### config.mk
export PLATFORM = sky130hd
export DESIGN_NAME = spi_master
export DESIGN_NICKNAME = d
export VERILOG_FILES = /design/src/rtl/spi_pkg.sv /design/src/rtl/spi_master_sclk_gen.sv /design/src/rtl/spi_master.sv
export SDC_FILE = /design/constraint.sdc
export NUM_CORES = 1
export LEC_CHECK = 0
export CORE_MARGIN = 2
export CORE_UTILIZATION = 45
export CTS_CLUSTER_DIAMETER = 150
export DETAILED_ROUTE_END_ITERATION = 8
export PLACE_DENSITY = 0.78
export SLEW_MARGIN = 20
export SYNTH_ARGS = -nofsm -noshare
export SYNTH_HDL_FRONTEND = slang
export SYNTH_SLANG_ARGS = --single-unit
### constraint.sdc
create_clock -name clk -period 5 [get_ports clk]
set_input_delay 0.75 -clock clk [delete_from_list [all_inputs] [get_ports clk]]
set_output_delay 0.75 -clock clk [all_outputs]
set_load 0.05 [all_outputs]
### src/rtl/spi_pkg.sv
// spi_pkg: shared encodings, frame lengths and lane helper for the SPI initiator
package spi_pkg;
  typedef enum logic [1:0] {SPI_SINGLE = 2'b00, SPI_DUAL = 2'b01, SPI_QUAD = 2'b10, SPI_RSVD = 2'b11} mode_t;
  typedef enum logic [2:0] {IDLE, SETUP, CMD, WAIT, DATA_RX, DATA_TX, STATUS, HOLD} state_t;
  localparam int HDR_WRITE_BIT = 23;
  localparam int CMD_BITS = 24;
  localparam int DATA_BITS = 16;
  localparam int STATUS_BITS = 8;
  // mode encoding doubles as log2 of the lane count; MSB of the beat goes to the highest used lane
  function automatic logic [3:0] lanes(input logic [3:0] top, input mode_t mode);
    return mode == SPI_QUAD ? top : mode == SPI_DUAL ? {2'b0, top[3:2]} : {3'b0, top[3]};
  endfunction
endpackage

### src/rtl/spi_master_sclk_gen.sv
// spi_sclk_gen: CPOL=0 clock divider with rise/fall ticks marking the edge where sclk toggles
module spi_sclk_gen #(
  parameter int CLK_DIV = 2
) (
  input  logic clk,
  input  logic reset,
  input  logic en,
  output logic sclk,
  output logic rise_tick,
  output logic fall_tick
);
  logic [7:0] cnt;
  logic tick;
  assign tick = en && cnt == 8'(CLK_DIV - 1);
  assign rise_tick = tick && !sclk;
  assign fall_tick = tick && sclk;
  always_ff @(posedge clk) begin
    if (reset || !en) begin
      cnt <= '0;
      sclk <= 1'b0;
    end else if (tick) begin
      cnt <= '0;
      sclk <= !sclk;
    end else cnt <= cnt + 8'd1;
  end
endmodule

### src/rtl/spi_master.sv
// spi_master: register-command SPI initiator (single/dual/quad) with status capture
module spi_master
  import spi_pkg::*;
#(
  parameter int CLK_DIV = 2,
  parameter int WAIT_CYCLES = 2,
  parameter int CS_HOLD = 1
) (
  input  logic        clk,
  input  logic        reset,
  input  logic        start,
  input  logic        cmd_write,
  input  logic [19:0] cmd_addr,
  input  logic [15:0] cmd_wdata,
  input  logic [1:0]  spi_mode,
  input  logic [3:0]  miso,
  output logic        sclk,
  output logic        cs_n,
  output logic [3:0]  mosi,
  output logic        busy,
  output logic        done,
  output logic [15:0] rdata,
  output logic        err
);
  localparam int HOLD_N = CS_HOLD * CLK_DIV < 1 ? 1 : CS_HOLD * CLK_DIV;
  state_t state, nxt;
  mode_t mode;
  logic wr, en, rise_tick, fall_tick, last;
  logic [39:0] sr, sr_sh;
  logic [23:0] rx, rx_sh;
  logic [15:0] cnt, plen;
  assign en = state inside {CMD, WAIT, DATA_RX, DATA_TX, STATUS};
  spi_sclk_gen #(.CLK_DIV(CLK_DIV)) u_sclk (
    .clk(clk), .reset(reset), .en(en), .sclk(sclk), .rise_tick(rise_tick), .fall_tick(fall_tick)
  );
  always_comb begin
    plen = state == CMD ? 16'(CMD_BITS >> mode)
         : (state == DATA_RX || state == DATA_TX) ? 16'(DATA_BITS >> mode)
         : state == WAIT ? 16'(WAIT_CYCLES) : 16'(STATUS_BITS >> mode);
    last = cnt == plen - 16'd1;
    sr_sh = mode == SPI_QUAD ? sr << 4 : mode == SPI_DUAL ? sr << 2 : sr << 1;
    rx_sh = mode == SPI_QUAD ? {rx[19:0], miso} : mode == SPI_DUAL ? {rx[21:0], miso[1:0]} : {rx[22:0], miso[0]};
    case (state)
      CMD:     nxt = wr ? DATA_TX : (WAIT_CYCLES > 0 ? WAIT : DATA_RX);
      DATA_TX: nxt = WAIT_CYCLES > 0 ? WAIT : STATUS;
      WAIT:    nxt = wr ? STATUS : DATA_RX;
      DATA_RX: nxt = STATUS;
      default: nxt = HOLD;
    endcase
  end
  always_ff @(posedge clk) begin
    if (reset) begin
      state <= IDLE;
      cs_n <= 1'b1;
      mosi <= '0;
      busy <= 1'b0;
      done <= 1'b0;
      rdata <= '0;
      err <= 1'b0;
      mode <= SPI_SINGLE;
      wr <= 1'b0;
      sr <= '0;
      rx <= '0;
      cnt <= '0;
    end else begin
      done <= 1'b0;
      case (state)
        // done gates acceptance so a start in the completion cycle waits one more cycle
        IDLE: if (start && !done) begin
          if (spi_mode == SPI_RSVD) begin
            done <= 1'b1;
            err <= 1'b1;
          end else begin
            state <= SETUP;
            busy <= 1'b1;
            wr <= cmd_write;
            mode <= mode_t'(spi_mode);
            sr <= {cmd_write, 3'b000, cmd_addr, cmd_wdata};
            rx <= '0;
            rdata <= '0;
            err <= 1'b0;
            cnt <= '0;
          end
        end
        SETUP: begin
          state <= CMD;
          cs_n <= 1'b0;
          mosi <= lanes(sr[39:36], mode);
        end
        HOLD: if (cnt == 16'(HOLD_N - 1)) begin
          state <= IDLE;
          cs_n <= 1'b1;
          busy <= 1'b0;
          done <= 1'b1;
          err <= rx[0];
          if (!wr) rdata <= rx[23:8];
        end else cnt <= cnt + 16'd1;
        default: begin
          if (rise_tick && (state == DATA_RX || state == STATUS)) rx <= rx_sh;
          if (fall_tick) begin
            sr <= sr_sh;
            cnt <= last ? '0 : cnt + 16'd1;
            if (last) state <= nxt;
            mosi <= ((state == CMD && !(last && !wr)) || (state == DATA_TX && !last)) ? lanes(sr_sh[39:36], mode) : 4'b0;
          end
        end
      endcase
    end
  end
endmodule
---- Word-level counts from Yosys, hierarchy flattened ----
Cells that the tools add are included.
word-level totals
  flip-flop bits (word level) ............. 119
  input port bits ......................... 46
  output and inout port bits .............. 25
  word-level logic and storage cells ...... 136
cells by class
  add/subtract/negate cells ............... 3
  eq/ne operators ......................... 18
  shift operators ......................... 3
  multiplexer cells ....................... 53
  bitwise operators ....................... 4
  reduce and logical (&&, ||, !) cells .... 41
operators with widths
  kind                     number
  $mux W40                 5
  $mux W16                 10
  $mux W24                 5
  $pmux W40 S2             1
  $pmux W16 S3             1
  $pmux W24 S2             1
  $pmux W16 S2             1
  $shr A5 B2 Y16 const A   2
  $mux W3                  6
  $add A16 B1 Y16 const B  1
  $eq A16 B1 Y1 const B    1
  $eq A16 B16 Y1           1
  $mux W4                  4
  $shr A4 B2 Y16 const A   1
  $sub A16 B1 Y16 const B  1
  $reduce_and A5 Y1        3
  $eq A3 B3 Y1 const B     4
  $pmux W3 S4              1
  $reduce_and A4 Y1        3
  $ne A2 B2 Y1 const B     5
  $reduce_bool A2 Y1       5
  $mux W1                  9
  $pmux W3 S3              1
  $add A8 B1 Y8 const B    1
  19 further kinds         49

---- Depth between registers and ports, before layout ----
  depth after elaboration ................. 13
  depth in mapped cells ................... 18
  mapped depth without buffers ............ 15

---- Cells and area by module ----
From an unflattened synthesis, not the netlist that was laid out.
second synthesis, totals
  cell total of the unflattened synthesis .. 898
  area, all modules ....................... 6820.3 um2
modules (own cells, without submodules)
  module        instances  cells each  area an instance (um2)  sequential area each (um2)
  spi_master    1          853         6423.7                  2202.1
  spi_sclk_gen  1          45          396.6                   180.2

---- Worst setup path after synthesis ----
OpenSTA, ideal clock, no wires.
  path kind ............................... reg2reg
  start ................................... reg mode[1]
  end ..................................... reg state[0]
  arrival time ............................ 3186 ps
  data required time ...................... 4878 ps
  path slack .............................. 1692 ps
  stages on the path, launching flop included .. 17
  path buffers ............................ 2
  clock period less this slack ............ 3308 ps
  cells stage by stage .................... dfxtp_1 > ha_1 > clkbuf_1 > inv_1 > clkbuf_1 > o21ai_0 > a21oi_1 > ha_1 > and3_1 > ha_1 > xor2_1 > o211ai_1 > a211oi_1 > o221ai_2 > nor3_4 > nor2_1 > o311a_1
on the way
  word-level cells in the longest chain between the ends .. 8
  elaborated cells between the ends (all ways) .. 10
  those cells by class .................... add/sub: 1; eq/ne: 1; shift: 3; mux: 3; reduce/logical: 2
ends and longest elaborated chain
  item                                     line               RTL
  start: declaration                       spi_master.sv:27   mode_t mode;
  start signal: assignment                 spi_master.sv:77   mode <= mode_t'(spi_mode);
  $shr A4 B2 Y16                           spi_master.sv:39   : state == WAIT ? 16'(WAIT_CYCLES) : 16'(STATUS_BITS >> mode);
  $mux W16                                 spi_master.sv:39
  $mux W16                                 spi_master.sv:38   : (state == DATA_RX || state == DATA_TX) ? 16'(DATA_BITS >> mode)
  $mux W16 (*)                             spi_master.sv:37   plen = state == CMD ? 16'(CMD_BITS >> mode)
  $sub A16 B1 Y16 (*)                      spi_master.sv:40   last = cnt == plen - 16'd1;
  $eq A16 B16 Y1 (*)                       spi_master.sv:40
  $reduce_bool A4 Y1 (no source line) (*)  --
  $reduce_and A5 Y1 (no source line) (*)   --
  end signal: assignment                   spi_master.sv:103  if (last) state <= nxt;
  end: declaration                         spi_master.sv:26   state_t state, nxt;
Every way passes the cells marked *; elsewhere a longest branch is shown, timed or not.
A chain may end at the register's enable or synchronous reset.

---- Worst setup path in the final report ----
  start ................................... reg mode[1]
  end ..................................... reg mosi[2]
on the way
  word-level cells in the longest chain between the ends .. 13
  elaborated cells between the ends (all ways) .. 23
  those cells by class .................... add/sub: 1; eq/ne: 3; shift: 3; mux: 10; reduce/logical: 6
ends and longest elaborated chain
  item                    line               RTL
  $shr A4 B2 Y16          spi_master.sv:39
  $mux W16                spi_master.sv:39
  $mux W16                spi_master.sv:38
  $mux W16                spi_master.sv:37
  $sub A16 B1 Y16         spi_master.sv:40
  $eq A16 B16 Y1          spi_master.sv:40
  $logic_and A1 B1 Y1     spi_master.sv:104  mosi <= ((state == CMD && !(last && !wr)) || (state == DATA_TX && !last)) ? lanes(sr_sh[39:36], mode) : 4'b0;
  $logic_not A1 Y1        spi_master.sv:104
  $logic_and A1 B1 Y1     spi_master.sv:104
  $logic_or A1 B1 Y1      spi_master.sv:104
  $mux W4                 spi_master.sv:104
  $mux W4                 spi_master.sv:100  if (fall_tick) begin
  $pmux W4 S2 (*)         spi_master.sv:67   case (state)
  end signal: assignment  spi_master.sv:88   mosi <= lanes(sr[39:36], mode);
  end signal: assignment  spi_master.sv:104
  end: declaration        spi_master.sv:19   output logic [3:0] mosi,
Every way passes the cells marked *; elsewhere a longest branch is shown, timed or not. The select of a mux whose other input is x is not followed.

==> run summary <==
Result of the run -> finished, final reports clean
Placement Setup Slack -> 1.25 ns
Number of cells on the worst reg-to-reg path -> 14
Residual DRC -> 0
Placeable Area -> 14600 um^2
Startpoint type of the worst setup path -> register
Clock transition at the registers of the reported paths -> 0.06 ns
Cell chosen for the clock root -> clkbuf_16
Antenna-violating nets left -> 0
Most Frequent Cell on Critical Path -> ha_1
Leading cell types in the layout, fill and taps excluded -> 194 x nor2_1, 143 x a21oi_1, 119 x dfxtp_1, 69 x clkdlybuf4s50_1, 63 x mux2i_1
Total wirelength of the detailed-routed design -> 17.1 mm
Static leakage -> 2.89 nW
Detailed-route vias per instance -> 5.70
Portion of total power attributed to sequential cells -> 0.328
Clock Skew -> 0.00878 ns
Seq cells post-synth -> 119
Power per cell area -> 485 nW/um^2
Largest family of logic cells by synthesized area -> simple AND/OR/NAND/NOR gates
Portion of the clock cycle consumed by the worst path in the final layout -> 0.763
Final worst hold slack -> 0.453 ns
Routability Congestion -> 0.902
Total placed instance area -> 7590 um^2
Logic pwr share -> 0.343
Biggest area consumer among synthesized cells -> dfxtp_1
Clock tree from TritonCTS -> yes
Setup repair bufs after CTS -> 0
Inserted Clock Buffers -> 17
Initial Util -> 0.466
Total area of sequential cells -> 2380 um^2
Clock network fraction of total power -> 0.329
Data arrival time of the critical path -> 4.04 ns
Slew at the pin closest to its max-slew limit -> 0.919 ns
Final instance area -> 8230 um^2
Cell-by-cell listing of the critical path -> ha_4, inv_1, o21ai_0, a21oi_1, ha_1, and3_1, ha_1, xor2_1, o211ai_1, a211oi_1, o221ai_2, o31ai_1, o211a_1, a2111oi_0
Maximum number of pins on one net before global-route repair -> 79
Crit. path cell count -> 14
Die Ht -> 127 um
Hold Violations, Final -> 0
Final-report max-slew violation count -> 0
Warnings, synthesis -> 0
Setup repair after global routing missed its margin -> no
# IOs -> 71
Total global-route track usage -> 0.209
Mean cell area of the mapped netlist -> 7.52 um^2
Portion of synthesized cell area occupied by the leading cell type -> 0.349
Number of enable flip-flop cells after synthesis -> 0
Average detailed-routed wire length per instance -> 15.1 um
CTS resizes -> 0
Part of the Yosys area used for sequential elements -> 0.349
Post-synthesis async set-or-reset flop share -> 0
Fraction of layout cells with a size suffix above 1 -> 0.0642
Most common cell after layout, fill and taps aside -> nor2_1
Drt pass-1 iters -> 5
Min Clock Period, post-route -> 3.81 ns
Syn Inst Count -> 907
Dominant cells by area after synthesis -> dfxtp_1 35%, nor2_1 11%, a21oi_1 10%
Overall die area -> 16200 um^2
Clock network latency to the later pin of the worst-skew pair -> 0.41 ns
Sink Count -> 119
Max stage delay on crit path -> 0.46 ns
Worst IR drop on VDD -> 289 uV
Final core utilization -> 0.562
Post-DP HPWL -> 11.0 mm
Kind of critical path -> reg2reg
Num rows -> 44
Post-synthesis share of cell area spent on xor and xnor gates -> 0.0334
Synth Area in Compound Gates -> 0.219
H-tree depth -> 4
Footprint of the multi-input gates -> 4150 um^2
Total gr overflow -> 0
Kind of cell with the highest combined delay on the critical path -> compound AO/OA/AOI/OAI gates
Critical path buffers and inverters -> 1
Slowest library cell on the worst path -> dfxtp_1
Max-cap violation count -> 0
Synthesized Nets -> 963
First-pass GRT wire length -> 27.9 mm
Number of violations reported at the end of detailed-routing iteration 0 -> 510
Internal power -> 0.00249 W
Number of antenna violations at the first check in global routing -> 0
Proportion of total power due to net switching -> 0.376
Maximum root-to-sink buffer count -> 2
Width of the die -> 127 um
Number of setup violations in the final report -> 0
Critical-path maximum fanout -> 43
Diode insertion count for antenna repair -> 0
Library cells used by synthesis -> 64
Area grow syn2layout -> 20.7%
Post-layout worst setup margin -> 1.19 ns
Peak clock frequency supported by timing -> 0.262 GHz
Simple-Gate Fraction of Synth Area -> 0.237
Filler cell count in the final layout -> 1360
Switching power of the nets -> 0.00150 W
Port bufs -> 70
Hold-fix buffers, CTS -> 0
Flip-flop cell with the highest count after synthesis -> dfxtp_1
Number of nets in the layout -> 993
Number of stages on the worst hold path -> 2
Post-synthesis adder-cell area fraction -> 0.0184
Crit. End Element -> register
Via count -> 6464
Relative slew slack -> 0.387
Mux contribution to synthesized area -> 0.0941
Path type of the worst min-delay path -> reg2reg
Setup TNS -> 0 ns
Worst EP required -> 5.23 ns
Via count of the first global-routing pass -> 5766
Cell area after synthesis -> 6820 um^2
==> registers in the layout, indices dropped and copies added, names as in the netlist, 2 cells and up <==
signal / cells
mode: 2
sr: 40
cnt: 16
rx: 24
state: 3
u_sclk.cnt: 8
mosi: 4
rdata: 16
==> worst min-delay path, cell delays in order, from the launching register on <==
cell and delay, ns:
dfxtp_1 0.31, nand2_1 0.05, a21oi_1 0.05
==> cell usage after synthesis (3+ instances only) <==
library cell	count
clkbuf_1	46
nand3_1	33
and4_1	3
nor2b_1	3
or3_1	4
nand4_1	6
nand2b_1	5
and3_1	11
a21o_1	3
nor2_1	195
xnor2_1	10
ha_1	10
xor2_1	16
o211a_1	4
nor4_1	3
buf_2	8
o21ai_0	12
inv_1	15
a31oi_1	5
o21ai_1	3
a211oi_1	38
buf_1	14
nand2_1	51
dfxtp_1	119
o211ai_1	4
nor3_1	32
mux2i_1	63
a21oi_1	143
==> path summary, 6_finish.rpt <==
| path | startpoint | to | slack [ns] |
|---|---|---|---|
| setup reg to reg | mode[1] | mosi[2] | 1.19 |
| setup / recovery | mode[1] | mosi[2] | 1.19 |
| hold reg to reg | rdata[13] | rdata[13] | 0.45 |
| hold / removal | rdata[13] | rdata[13] | 0.45 |
==> power by group through the flow <==
stage / Clock (W) / Sequential (W) / Combinational [W]
after floorplan: 0 / 0.00128 / 0.00108
after global placement: 0 / 0.00132 / 0.00132
after detailed placement: 0 / 0.00132 / 0.00134
after CTS: 0.00133 / 0.00130 / 0.00136
after global routing: 0.00138 / 0.00133 / 0.00153
final: 0.00131 / 0.00131 / 0.00137
==> kinds of logic (layout without fill, tap and decap cells) <==
group	after synthesis	after routing
AO/OA/AOI/OAI	243	243
XOR/XNOR	26	26
adder cells (fa/ha/maj)	10	10
buffers and inverters	85	128
flip-flops	119	119
multiplexers	64	64
AND/OR/NAND/NOR	360	360
==> per-layer routing <==
metal,share of wire,routed length (um),track usage,up-vias
li1,-,-,-,3259
met1,0.47,8040,0.274,3040
met4,0.0080,136,0.0478,0
met3,0.042,722,0.0498,11
met2,0.48,8200,0.350,154
met5,0,0,0,-
==> cell type report <==
type / instances / area share
clock inverter: 11 / 0.0207
inverter: 16 / 0.00730
multi-input combinational: 703 / 0.504
clock buffer: 21 / 0.0572
tap: 184 / 0.0280
timing repair buffer: 80 / 0.0936
sequential: 119 / 0.289
==> through the flow <==
step                total power, W  cells
floorplan                  0.00236    907
global placement           0.00264   1102
detailed placement         0.00266   1102
CTS                        0.00399   1134
global route               0.00424   1134
finish                     0.00399   1134
Power figures use the tool's default switching activity.
